`config.mk`:
```
export PLATFORM = sky130hd
export DESIGN_NAME = sseg_update_sched
export DESIGN_NICKNAME = d
export VERILOG_FILES = /design/src/rtl/sseg_update_sched.sv
export SDC_FILE = /design/constraint.sdc
export NUM_CORES = 1
export LEC_CHECK = 0
export CAP_MARGIN = 10
export CORE_MARGIN = 2
export CORE_UTILIZATION = 51
export DETAILED_ROUTE_END_ITERATION = 7
export GPL_TIMING_DRIVEN = 0
export PLACE_DENSITY = 0.95
export SLEW_MARGIN = 10
export SYNTH_ARGS = -nofsm -noshare
export SYNTH_HDL_FRONTEND = slang
export SYNTH_SLANG_ARGS = --single-unit
export TNS_END_PERCENT = 20
```
`constraint.sdc`:
```
create_clock -name clk -period 4.66 [get_ports clk]
set_input_delay 0.932 -clock clk [delete_from_list [all_inputs] [get_ports clk]]
set_output_delay 0.932 -clock clk [all_outputs]
set_load 0.05 [all_outputs]
```
`src/rtl/sseg_update_sched.sv`:
```
// sseg_update_sched: shares the 8-digit serial seven-segment display between two
// requesters, issues one Start per frame and waits for the device's SEG_PEN edge.
// It also re-sends the current content periodically and generates the blink phase.
module sseg_update_sched #(
    parameter int REFRESH_CYC = 1_000_000,
    parameter int FLASH_DIV   = 25_000_000,
    parameter int TIMEOUT     = 1024
) (
    input  logic        clk,
    input  logic        rst,
    input  logic [1:0]  req,
    input  logic [31:0] hexs0,
    input  logic [7:0]  les0,
    input  logic [7:0]  pt0,
    input  logic [31:0] hexs1,
    input  logic [7:0]  les1,
    input  logic [7:0]  pt1,
    input  logic        seg_pen,
    output logic [1:0]  ack,
    output logic [31:0] Hexs,
    output logic [7:0]  LES,
    output logic [7:0]  point,
    output logic        flash,
    output logic        Start,
    output logic        busy,
    output logic        err
);
    localparam int RW = (REFRESH_CYC > 1) ? $clog2(REFRESH_CYC) : 1;
    localparam int FW = (FLASH_DIV > 1) ? $clog2(FLASH_DIV) : 1;
    localparam int TW = (TIMEOUT > 1) ? $clog2(TIMEOUT) : 1;

    localparam logic [RW-1:0] REFRESH_LOAD = RW'(REFRESH_CYC - 1);
    localparam logic [RW-1:0] R_ONE        = RW'(1);
    localparam logic [FW-1:0] FLASH_LAST   = FW'(FLASH_DIV - 1);
    localparam logic [FW-1:0] F_ONE        = FW'(1);
    // START occupies the first cycle of the window, so WAIT lasts TIMEOUT-1 cycles
    localparam logic [TW-1:0] TMO_LAST     = TW'(TIMEOUT - 2);
    localparam logic [TW-1:0] T_ONE        = TW'(1);

    typedef enum logic [1:0] {IDLE, LOAD, START, WAIT} state_t;

    state_t        state;
    state_t        state_nx;
    logic          rr_last;
    logic          winner;
    logic          grant_sel;
    logic          refresh_due;
    logic [RW-1:0] refresh_cnt;
    logic [TW-1:0] tmo_cnt;
    logic [FW-1:0] flash_cnt;
    logic          seg_pen_d;
    logic          pen_rise;
    logic          tmo_hit;

    // Round-robin choice: on a tie the requester not served last wins
    assign grant_sel = (req == 2'b11) ? ~rr_last : req[1];
    assign pen_rise  = seg_pen & ~seg_pen_d;
    assign tmo_hit   = (tmo_cnt == TMO_LAST);

    // State register
    always_ff @(posedge clk) begin
        if (rst) state <= IDLE;
        else     state <= state_nx;
    end

    // Next-state logic: requests take priority over a pending refresh
    always_comb begin
        state_nx = state;
        case (state)
            IDLE: begin
                if (req != 2'b00)    state_nx = LOAD;
                else if (refresh_due) state_nx = START;
            end
            LOAD:  state_nx = START;
            START: state_nx = WAIT;
            WAIT: begin
                if (pen_rise || tmo_hit) state_nx = IDLE;
            end
            default: state_nx = IDLE;
        endcase
    end

    // Output decode: pulses come straight from the current state
    always_comb begin
        ack = 2'b00;
        if (state == LOAD) ack[winner] = 1'b1;
        Start = (state == START);
        busy  = (state != IDLE);
    end

    // Grant capture, content load and round-robin history
    always_ff @(posedge clk) begin
        if (rst) begin
            winner  <= 1'b0;
            rr_last <= 1'b1;
            Hexs    <= '0;
            LES     <= '0;
            point   <= '0;
        end else begin
            if (state == IDLE) winner <= grant_sel;
            if (state == LOAD) begin
                Hexs    <= winner ? hexs1 : hexs0;
                LES     <= winner ? les1  : les0;
                point   <= winner ? pt1   : pt0;
                rr_last <= winner;
            end
        end
    end

    // Refresh timer: runs only while idle, re-armed when a transfer ends
    always_ff @(posedge clk) begin
        if (rst) begin
            refresh_cnt <= REFRESH_LOAD;
            refresh_due <= 1'b1;
        end else begin
            case (state)
                IDLE: begin
                    if (refresh_cnt != '0) begin
                        refresh_cnt <= refresh_cnt - R_ONE;
                        if (refresh_cnt == R_ONE) refresh_due <= 1'b1;
                    end
                end
                START: refresh_due <= 1'b0;
                WAIT: begin
                    if (pen_rise || tmo_hit) refresh_cnt <= REFRESH_LOAD;
                end
                default: ;
            endcase
        end
    end

    // SEG_PEN edge detector, completion timeout and sticky error flag
    always_ff @(posedge clk) begin
        if (rst) begin
            seg_pen_d <= 1'b0;
            tmo_cnt   <= '0;
            err       <= 1'b0;
        end else begin
            seg_pen_d <= seg_pen;
            if (state == START)
                tmo_cnt <= '0;
            else if (state == WAIT && !tmo_hit)
                tmo_cnt <= tmo_cnt + T_ONE;
            if (state == WAIT && !pen_rise && tmo_hit)
                err <= 1'b1;
        end
    end

    // Free-running blink divider, independent of the FSM
    always_ff @(posedge clk) begin
        if (rst) begin
            flash_cnt <= '0;
            flash     <= 1'b0;
        end else if (flash_cnt == FLASH_LAST) begin
            flash_cnt <= '0;
            flash     <= ~flash;
        end else begin
            flash_cnt <= flash_cnt + F_ONE;
        end
    end

endmodule

```
After elaboration in Yosys (flattened, before gate mapping). Index checks and enable logic that the tools add are counted.

Input port bits: 101. Bits in registers: 111. Output and inout port bits: 54. Word-level logic and storage cells: 68.

$lt $le $gt $ge: 2. $add $sub $neg: 3. Multiplexer cells: 17. Bitwise gates (word level): 4. Equal/unequal tests: 11. Reductions and logical operators: 18.

Operators by type and width (number): $mux 20 (2); $pmux 20 s2 (1); $mux 32 (1); $add 25x1->25 const B (1); $eq 25x25->1 const B (1); $eq 20x1->1 const B (1); $reduce_bool 20->1 (1); $sub 20x1->20 const B (1); $mux 8 (2); $add 10x1->10 const B (1); $eq 10x10->1 const B (1); $mux 2 (4); $pmux 2 s4 (1); $reduce_bool 2->1 (4); $eq 2x2->1 const B (3); $reduce_and 3->1 (2); $logic_and 1x1->1 (4); $mux 1 (4); $ne 2x1->1 const B (2); $reduce_or 2->1 (2); $ne 3x3->1 const B (1); $not 1->1 (3); $eq 2x1->1 const B (1); $logic_not 1->1 (2); 9 further kinds (9).

Logic depth before layout (Yosys ltp).
Depth after elaboration: 5. Gate-level depth with buffers: 10. Depth with buffers taken out: 8.

Least setup slack after synthesis. Ideal clock, no wire load.

Kind: reg-to-output. Start point: reg state[1]. End point: out ack[0]. Required time: 3728 ps. Path buffers: 2. Stages on the path, launching flop included: 7. Slack: 1976 ps. Arrival: 1752 ps. Path through: dfxtp_1 inv_1 ha_1 clkbuf_1 clkbuf_1 inv_1 nor2_1.

Word-level cells in the longest chain between the ends: 2.

RTL lines: start, declared (RTL line 42) `state_t state;`; start signal, assigned (RTL line 63) `else state <= state_nx;`; $eq 2x1->1 (RTL line 86) `if (state == LOAD) ack[winner] = 1'b1;`; $mux 2 (RTL line 86); end, declared (RTL line 19) `output logic [1:0] ack,`.

No other way between the ends.

Worst setup path after layout. Ends and elaborated chain as after synthesis.

==> flow_metrics.py <==
metrics = {
    "run_status": {
        "status": "complete, no violations",
    },
    "hold_path": {
        "hold_path_class": "reg2reg",
    },
    "sta": {
        "final-hold-violation-count": 0,
        "timing.fmax_ghz": 0.263,
        "relSlewSlack": 0.451,
        "rsz0062_at_grt": "no",
        "actual_transition_at_the_worst_max_transition_pin_ns": 0.823,
        "finalSetupViolations": 0,
        "timing.clock.skew_ns": 0.0150,
        "finalSetupTns_ns": 0,
        "final.setup.worst_slack_ns": 0.860,
        "final_max_slew_viol_count": 0,
        "final_period_minus_worst_setup_slack_ns": 3.80,
        "final.period_utilization": 0.815,
    },
    "synthesis": {
        "postSynthRegisterBits": 111,
        "dominantRegCellSynth": "dfxtp_1",
        "post_synth_num_cell_types": 49,
        "compound_gate_portion_of_the_synthesized_area": 0.112,
        "main_combinational_cell_family_by_area_after_synthesis": "simple AND/OR/NAND/NOR gates",
        "synth_adder_area_share": 0.0245,
        "synth_top_cells_by_area": "dfxtp_1 44%, mux2i_1 9.4%, a211oi_1 7.4%",
        "avg_cell_area_syn_um2": 9.17,
        "postSynthNetCount": 667,
        "synth_top_area_cell": "dfxtp_1",
        "synth_top_area_frac": 0.436,
        "syn-cell-area_um2": 5100,
        "synthesis.yosys.warnings": 0,
        "yosysSeqAreaShare": 0.436,
        "synthCells": 556,
        "post_synth_and_or_nand_nor_area_fraction": 0.217,
        "synth_edf_count": 0,
        "share_of_flip_flops_with_an_asynchronous_set_or_reset_after_synthesis": 0,
        "fraction_of_synthesized_area_in_multiplexers": 0.0942,
        "synth-xor-area-share": 0.0756,
    },
    "global_routing": {
        "pin_count_of_the_biggest_net_entering_global_routing": 21,
        "grt_pass1_wl_um": 24000,
        "antenna_found_initial": 0,
        "grt.total_usage": 0.272,
        "grt_pass1_vias": 5063,
        "globalRoute.totalOverflow": 0,
    },
    "floorplanning": {
        "initial_utilization": 0.524,
        "design.portCount": 155,
        "die_height_um": 104,
        "rows": 36,
        "die_width_um": 104,
        "fp.dieArea_um2": 10800,
        "core_region_area_um2": 9730,
    },
    "layout": {
        "post_route_cells_drive_above_1_share": 0.0510,
        "fin_util": 0.718,
        "insertedDiodeCount": 0,
        "area.growth.synth_to_final_pct": 37.0,
        "layout.nets": 831,
        "fillers": 673,
        "final_cell_count_no_fill": 858,
    },
    "critical_path": {
        "critical_path.startpoint_type": "register",
        "slowest_delay_ns": 0.84,
        "critical_path_class": "reg2out",
        "crit_path_cell_trace": "inv_1 -> ha_1 -> clkbuf_1 -> clkbuf_1 -> inv_1 -> nor2_1 -> clkdlybuf4s50_1",
        "critPathRequiredTime_ns": 3.73,
        "critPathSlowestCell": "clkdlybuf4s50_1",
        "end_kind": "output pin",
        "critical_path_arrival_ns": 2.87,
        "worstPathMaxFanout": 10,
    },
    "clock_network": {
        "cts_inserted_buffers": 9,
        "tritoncts": "built",
        "clkSinkCount": 111,
        "clock-root-buffer": "clkbuf_8",
        "postcts_setup_bufs": 0,
        "max-clock-path-buffers": 2,
        "cts.repair.resized": 0,
        "htree_levels": 3,
        "clock_insertion_delay_worst_skew_ns": 0.38,
        "cts-hold-fix-buffers": 0,
        "clkSlewWorstSetupHoldPaths_ns": 0.11,
    },
    "power_and_ir_drop": {
        "power_density_nw_per_um2": 428,
        "pwr-share-seq": 0.390,
        "power_switching_share": 0.421,
        "power.clock.fraction": 0.188,
        "cellLeakagePower_nw": 2.42,
        "vdd_ir_drop_max_uv": 281,
        "comb_power_share": 0.422,
        "p_sw_mw": 1.26,
        "internal-power_mw": 1.73,
    },
    "drt": {
        "number_of_routed_nets_with_antenna_violations": 0,
        "drcViolationCount": 0,
        "routed_via_density": 5.70,
        "route.vias.total": 4890,
        "wirelength_um": 15000,
        "detailedRoute.firstPassIterationCount": 5,
        "drtIter0Drc": 235,
        "routedWlPerCell_um": 17.4,
    },
    "place": {
        "placement.io_buffers": 153,
        "detailedPlacementHpwl_um": 11300,
        "number_of_cells_after_detailed_placement": 842,
        "place_congestion": 0.814,
        "dp_slack_ns": 1.29,
    },
    "run": {
        "maxCapViolCount": 0,
    },
}
## critical path: cells and delay by family, from the launching register on
kind	cells	cell delay, ns
buffers and inverters	5	1.87
DFF	1	0.35
and+or+nand+nor	1	0.12
adders and majority gates	1	0.16
## synth_stat cells, types with 3 or more instances
cell type	n
a21oi_1	9
a211oi_1	50
or2_2	3
nor4_1	6
nor2_1	99
inv_1	11
and4_1	3
dfxtp_1	111
nand2_1	21
xor2_1	35
xnor2_1	9
or3_1	6
ha_1	10
o31ai_1	3
and3_1	6
or3_2	3
nand4_1	19
nor3_1	7
o21ai_0	4
or4_1	5
buf_1	7
mux2i_1	48
nand3_1	22
clkbuf_1	25
## cell type report
type / instances / area, um2 / area share
Buffer: 36 / 170 / 0.0244
Clock buffer: 9 / 124 / 0.0177
Clock inverter: 7 / 63.8 / 0.00913
Inverter: 11 / 41.3 / 0.00591
Multi-Input combinational cell: 398 / 2670 / 0.382
Sequential cell: 111 / 2220 / 0.318
Tap cell: 133 / 166 / 0.0238
Timing Repair Buffer: 153 / 1530 / 0.219
## cell usage in the layout (no fill, tap or decap), drive strengths merged, types with 2 or more instances in the layout
cell type | synthesis | layout
and4 | 3 | 3
nand2 | 21 | 21
buf | 9 | 9
nor4b | 2 | 2
or2 | 3 | 3
or3 | 10 | 10
a211oi | 50 | 50
clkdlybuf4s50 | 0 | 153
nand4 | 19 | 19
or4 | 6 | 6
o31ai | 3 | 3
nor3b | 2 | 2
nor4 | 7 | 7
inv | 11 | 14
and3 | 6 | 6
o21ai | 4 | 4
nand3 | 24 | 24
clkbuf | 27 | 36
o21bai | 2 | 2
nor3 | 8 | 8
dfxtp | 111 | 111
a21boi | 2 | 2
o31a | 2 | 2
xor2 | 35 | 35
a211o | 2 | 2
a31oi | 3 | 3
mux2i | 48 | 48
ha | 10 | 10
clkinvlp | 0 | 2
xnor2 | 9 | 9
nor2b | 2 | 2
nor2 | 99 | 99
clkinv | 0 | 2
a21oi | 9 | 9
## path summary, 6_finish.rpt
check                           depth (start not counted)     start              to  slack [ns]
worst max-delay path                                    7  state[1]          ack[0]        0.86
worst min-delay path                                    2  point[1]        point[1]        0.49
worst max register to register                          9  state[1]  refresh_cnt[2]        2.01
worst min register to register                          2  point[1]        point[1]        0.49
## power by group through the flow
stage / sequential (mW) / clock, mW / combinational (mW)
after floorplan: 1.53 / 0 / 0.441
after global placement: 1.17 / 0 / 1.21
after detailed placement: 1.18 / 0 / 1.25
after CTS: 1.16 / 0.561 / 1.26
after global routing: 1.18 / 0.598 / 1.33
final: 1.17 / 0.563 / 1.26
## metal layers
layer,global-route usage,up-vias,part of all wire
li1,-,2301,-
met1,0.290,2313,0.37
met2,0.505,225,0.52
met3,0.0570,51,0.063
met4,0.137,0,0.042
met5,0,-,0
## registers in the layout, summed over array words and instances (netlist names)
signal / cells
tmo_cnt: 10
Hexs: 32
winner: 1
flash_cnt: 25
point: 8
refresh_due: 1
flash: 1
refresh_cnt: 20
rr_last: 1
LES: 8
state: 2
err: 1
seg_pen_d: 1
## per-stage QoR
| stage | hold WS, ns | power (mW) | area [um2] |
|---|---|---|---|
| 2_1_floorplan | 0.440 | 1.97 | 5100 |
| 3_3_place_gp | 0.453 | 2.38 | 6800 |
| 3_5_place_dp | 0.464 | 2.43 | 6800 |
| 4_1_cts | 0.490 | 2.98 | 6990 |
| 5_1_grt | 0.521 | 3.11 | 6990 |
| 6_report | 0.493 | 2.99 | 6990 |
## kinds of logic after synthesis
group | after synthesis
adders and majority gates | 10
buffers and inverters | 47
muxes | 48
AOI/OAI and AO/OA | 79
and+or+nand+nor | 217
xor gates and xnor gates | 44
DFF | 111
(Power assumes the default switching activity.)
